File: config.mk
export PLATFORM = sky130hd
export DESIGN_NAME = if_id_reg
export DESIGN_NICKNAME = d
export VERILOG_FILES = /design/src/rtl/if_id_reg.sv
export SDC_FILE = /design/constraint.sdc
export NUM_CORES = 1
export LEC_CHECK = 0
export CAP_MARGIN = 25
export CORE_MARGIN = 5
export CORE_UTILIZATION = 39
export CTS_BUF_LIST = sky130_fd_sc_hd__clkbuf_2
export DETAILED_ROUTE_END_ITERATION = 12
export GPL_ROUTABILITY_DRIVEN = 0
export GPL_TIMING_DRIVEN = 0
export PLACE_DENSITY = 0.88
export SYNTH_ARGS = -nofsm -noshare
export SYNTH_HDL_FRONTEND = slang
export SYNTH_SLANG_ARGS = --single-unit
export TNS_END_PERCENT = 30
File: constraint.sdc
create_clock -name clk -period 2.84 [get_ports clk]
set_input_delay 0.71 -clock clk [delete_from_list [all_inputs] [get_ports clk]]
set_output_delay 0.71 -clock clk [all_outputs]
set_load 0.05 [all_outputs]
File: src/rtl/if_id_reg.sv
// IF/ID pipeline register: captures the fetched PC, instruction and delay-slot flag,
// tags misaligned or out-of-text fetches as AdEL, and counts clean retired fetches.
module if_id_reg (
  input  logic        clk,
  input  logic        reset,
  input  logic        req,
  input  logic        stall,
  input  logic        flush,
  input  logic [31:0] F_PC,
  input  logic [31:0] F_instr,
  input  logic        F_BD,
  output logic [31:0] D_PC,
  output logic [31:0] D_instr,
  output logic        D_BD,
  output logic [4:0]  D_excCode,
  output logic        D_valid,
  output logic [31:0] fetch_cnt
);

  localparam logic [31:0] TEXT_LO    = 32'h0000_3000;
  localparam logic [31:0] TEXT_HI    = 32'h0000_6FFC;
  localparam logic [31:0] HANDLER_PC = 32'h0000_4180;
  localparam logic [4:0]  EXC_NONE   = 5'd0;
  localparam logic [4:0]  EXC_ADEL   = 5'd4;

  // Unsigned full-width range check plus word alignment.
  function automatic logic fetch_fault(input logic [31:0] pc);
    return (pc[1:0] != 2'b00) || (pc < TEXT_LO) || (pc > TEXT_HI);
  endfunction

  logic [31:0] pc_q, pc_d;
  logic [31:0] instr_q, instr_d;
  logic        bd_q, bd_d;
  logic [4:0]  exc_code_q, exc_code_d;
  logic        valid_q, valid_d;
  logic [31:0] fetch_cnt_q, fetch_cnt_d;
  logic        f_fault;

  assign f_fault = fetch_fault(F_PC);

  always_comb begin
    pc_d        = pc_q;
    instr_d     = instr_q;
    bd_d        = bd_q;
    exc_code_d  = exc_code_q;
    valid_d     = valid_q;
    fetch_cnt_d = fetch_cnt_q;
    if (!reset) begin
      pc_d        = '0;
      instr_d     = '0;
      bd_d        = 1'b0;
      exc_code_d  = EXC_NONE;
      valid_d     = 1'b0;
      fetch_cnt_d = '0;
    end else if (req) begin
      // Bubble carrying the handler PC so later EPC capture sees a real address.
      pc_d       = HANDLER_PC;
      instr_d    = '0;
      bd_d       = 1'b0;
      exc_code_d = EXC_NONE;
      valid_d    = 1'b0;
    end else if (stall) begin
      // Hold everything; a concurrent flush is dropped.
    end else if (flush) begin
      pc_d       = F_PC;
      instr_d    = '0;
      bd_d       = 1'b0;
      exc_code_d = EXC_NONE;
      valid_d    = 1'b0;
    end else if (f_fault) begin
      pc_d       = F_PC;
      instr_d    = '0;
      bd_d       = F_BD;
      exc_code_d = EXC_ADEL;
      valid_d    = 1'b1;
    end else begin
      pc_d        = F_PC;
      instr_d     = F_instr;
      bd_d        = F_BD;
      exc_code_d  = EXC_NONE;
      valid_d     = 1'b1;
      fetch_cnt_d = fetch_cnt_q + 32'd1;
    end
  end

  always_ff @(posedge clk) begin
    pc_q        <= pc_d;
    instr_q     <= instr_d;
    bd_q        <= bd_d;
    exc_code_q  <= exc_code_d;
    valid_q     <= valid_d;
    fetch_cnt_q <= fetch_cnt_d;
  end

  assign D_PC      = pc_q;
  assign D_instr   = instr_q;
  assign D_BD      = bd_q;
  assign D_excCode = exc_code_q;
  assign D_valid   = valid_q;
  assign fetch_cnt = fetch_cnt_q;

endmodule

==> impl_metrics.sql <==
INSERT INTO impl_metrics (metric_group, metric, value, unit) VALUES
('outcome', 'run_status', 'complete, no violations', ''),
('synth', 'synth_cell_area', '0.00395', 'mm^2'),
('critical_path', 'regToRegEndpoint', 'fetch_cnt[30]', ''),
('synth', 'ys_seq_area_frac', '0.501', ''),
('finish', 'syn2layout_area_growth', '50.1', '%'),
('critical_path', 'timing.critical_path.cells', 'clkdlybuf4s50_1, or4_1, or3_1, clkbuf_1, nor3_4, buf_4, buf_2, a22oi_1, nor2_1', ''),
('power_and_ir_drop', 'total_power', '0.00235', 'W'),
('synth', 'yosysMostFrequentCell', 'dfxtp_1', ''),
('route', 'wl_per_cell', '16.2', 'um'),
('global_route', 'grt-ovfl-total', '0', ''),
('critical_path', 'critical_path.endpoint_type', 'flip-flop', ''),
('floorplanning', 'core-area', '0.00982', 'mm^2'),
('synth', 'synth-seq-cells', '99', ''),
('synth', 'syn_avg_cell_area', '9.09', 'um^2'),
('finish', 'finalInstanceArea', '0.00593', 'mm^2'),
('critical_path', 'crit_arrival', '3310', 'ps'),
('floorplanning', 'fp.dieH', '111', 'um'),
('clocking', 'cts_made_buffers', '9', ''),
('power_and_ir_drop', 'switching_share', '0.284', ''),
('power_and_ir_drop', 'power_density', '396', 'mW/mm^2'),
('timing', 'final_max_slew_viol_count', '0', ''),
('global_route', 'grt_pass1_wl', '19500', 'um'),
('finish', 'layout.filler_cells', '898', ''),
('timing', 'slew_headroom', '0.466', ''),
('power_and_ir_drop', 'ir_worst_vdd', '275', 'uV'),
('floorplanning', 'die_area', '0.0123', 'mm^2'),
('power_and_ir_drop', 'power_frac_seq', '0.606', ''),
('timing', 'layout_min_cycle_time', '2800', 'ps'),
('finish', 'share_of_layout_cells_above_drive_strength_1', '0.0563', ''),
('min_path', 'worst_hold_path.num_cells', '2', ''),
('critical_path', 'timing.reg2reg.worst_path_depth', '6', ''),
('route', 'detailedRoute.firstPassIterationCount', '5', ''),
('synth', 'synth_area_leader_cell', 'dfxtp_1', ''),
('synth', 'synth.top_cells.by_area', 'dfxtp_1 50%, mux2i_1 8.4%, nor2_1 7.4%, a22oi_1 6.3%, a21oi_1 2.9%', ''),
('critical_path', 'timing.rr.start', 'fetch_cnt[0]', ''),
('power_and_ir_drop', 'cell_internal_pwr', '0.00168', 'W'),
('synth', 'netlist_instances', '435', ''),
('critical_path', 'cp_num_buf_inv', '4', ''),
('synth', 'post-synth-top-area-fraction', '0.501', ''),
('critical_path', 'cp.required', '3350', 'ps'),
('synth', 'ys_flop_type', 'dfxtp_1', ''),
('clocking', 'cts_root_buf', 'clkbuf_2', ''),
('route', 'viasPerCell', '5.18', ''),
('timing', 'timing_worst_slew_pin_value', '801', 'ps'),
('clocking', 'clk_transition_reported_paths', '260', 'ps'),
('critical_path', 'critPathSlowestCell', 'or4_1', ''),
('finish', 'insertedDiodeCount', '0', ''),
('power_and_ir_drop', 'switching_power_of_the_nets', '0.000668', 'W'),
('timing', 'skew', '12.8', 'ps'),
('critical_path', 'crit_path_end', 'D_instr[3]', ''),
('global_route', 'first_global_vias', '3912', ''),
('critical_path', 'worstSetupStartpoint', 'F_PC[22]', ''),
('power_and_ir_drop', 'comb_power_share', '0.137', ''),
('global_route', 'groute.usage.overall', '0.194', ''),
('critical_path', 'regToRegSetupSlack', '190', 'ps'),
('place', 'place.detailed.hpwl', '9790', 'um'),
('route', 'drcViolationCount', '0', ''),
('critical_path', 'cpLargestDelayFamily', 'simple AND/OR/NAND/NOR gates', ''),
('floorplanning', 'initial_core_util', '0.403', ''),
('min_path', 'hold_class', 'reg2reg', ''),
('timing', 'layout_worst_path_cycle_share', '0.985', ''),
('synth', 'ys_types', '36', ''),
('timing', 'setup_violations', '0', ''),
('place', 'place.port_buffers', '167', ''),
('route', 'antenna_left', '0', ''),
('critical_path', 'critical_path_depth', '9', ''),
('synth', 'asyncSetResetFlopFracSynth', '0', ''),
('floorplanning', 'io_pins', '173', ''),
('run', 'drv.max_cap_violation_count', '0', ''),
('route', 'dr_total_vias', '3909', ''),
('timing', 'final_count_of_hold_timing_violations', '0', '');
## how the worst min path moves through the flow
stage          slack [ps]            end          start
2_1_floorplan         680  fetch_cnt[16]  fetch_cnt[16]
3_3_place_gp          450   D_excCode[2]   D_excCode[2]
3_5_place_dp          460   D_excCode[2]   D_excCode[2]
4_1_cts               490   D_excCode[2]   D_excCode[2]
5_1_grt               530        D_valid        D_valid
6_report              490   D_excCode[2]   D_excCode[2]
## kinds of logic after synthesis
logic type,Yosys count,share of synthesized area
compound gates,79,0.127
other cells,1,0.000948
buf+inv,35,0.0380
flops,99,0.501
mux,33,0.0835
xor+xnor,12,0.0266
simple gates,175,0.220
fa+ha+maj,1,0.00316
## power groups by stage
stage | clock (W) | combinational [W] | sequential [W]
2_1_floorplan | 0 | 0.0000949 | 0.00151
3_3_place_gp | 0 | 0.000315 | 0.00145
3_5_place_dp | 0 | 0.000322 | 0.00145
4_1_cts | 0.000628 | 0.000323 | 0.00142
5_1_grt | 0.000687 | 0.000342 | 0.00143
6_report | 0.000604 | 0.000322 | 0.00142
## metrics by stage
step / util / setup TNS [ps] / hold WS [ps] / std cells
2_1_floorplan: - / 0 / 678 / 438
3_3_place_gp: 0.591 / -29160 / 455 / 738
3_5_place_dp: 0.591 / -33960 / 464 / 738
4_1_cts: 0.601 / 0 / 493 / 754
5_1_grt: 0.604 / -43.6 / 530 / 755
6_report: 0.604 / 0 / 493 / 755
## cells in the final DEF (no fill, tap or decap), types with 2 or more instances in the layout
cell type          n
clkdlybuf4s50_1  167
nand4_1           12
buf_4              5
a2111oi_0          2
dfxtp_1           99
nor2_1            78
nand2b_1           3
conb_1             4
a21oi_1           23
or2_2              3
clkbuf_1          18
or3_1             18
mux2i_1           33
nor3_1             4
inv_1              8
nand3b_1           2
a21bo_2            2
buf_2              3
a22oi_1           33
clkbuf_2           9
buf_1              2
nand3_1           14
clkinvlp_4         3
o21ai_0           17
xnor2_1           11
or4_1              4
nand2_1           17
nor4_1            12
## layer usage
metal,track usage,vias to the layer above,part of all wire
met2,0.341,139,0.49
met4,0.0788,0,0.024
met1,0.216,1840,0.41
li1,-,1908,-
met5,0,-,0
met3,0.0628,22,0.082
## registers in the layout, indices dropped and copies added, names as in the netlist
register,count
D_valid,1
D_excCode,1
fetch_cnt,32
D_PC,32
D_BD,1
D_instr,32
## final cells by class
cell class                 instances  area, um^2  area share
multi-input combinational        304        1860       0.314
clock buffer                       9        45.0     0.00759
sequential                        99        1980       0.334
inverter                           8        30.0     0.00506
tap                              133         166      0.0280
buffer                            27         120      0.0202
timing repair buffer             168        1680       0.283
clock inverter                     7        51.3     0.00864
## what timing repair did
action | CTS | global route
hold buffers | 0 | 0
gates cloned | 0 | 0
endpoints found under the setup margin | 30 | 38
gates resized for setup | 1 | 4
buffers inserted | 0 | 1
pin swaps | 0 | 1
## tightest hold or removal path: stages, from the launching register on
cell	delay, ps
dfxtp_1	380
nand2_1	60
a21oi_1	50
(Power assumes the default switching activity.)
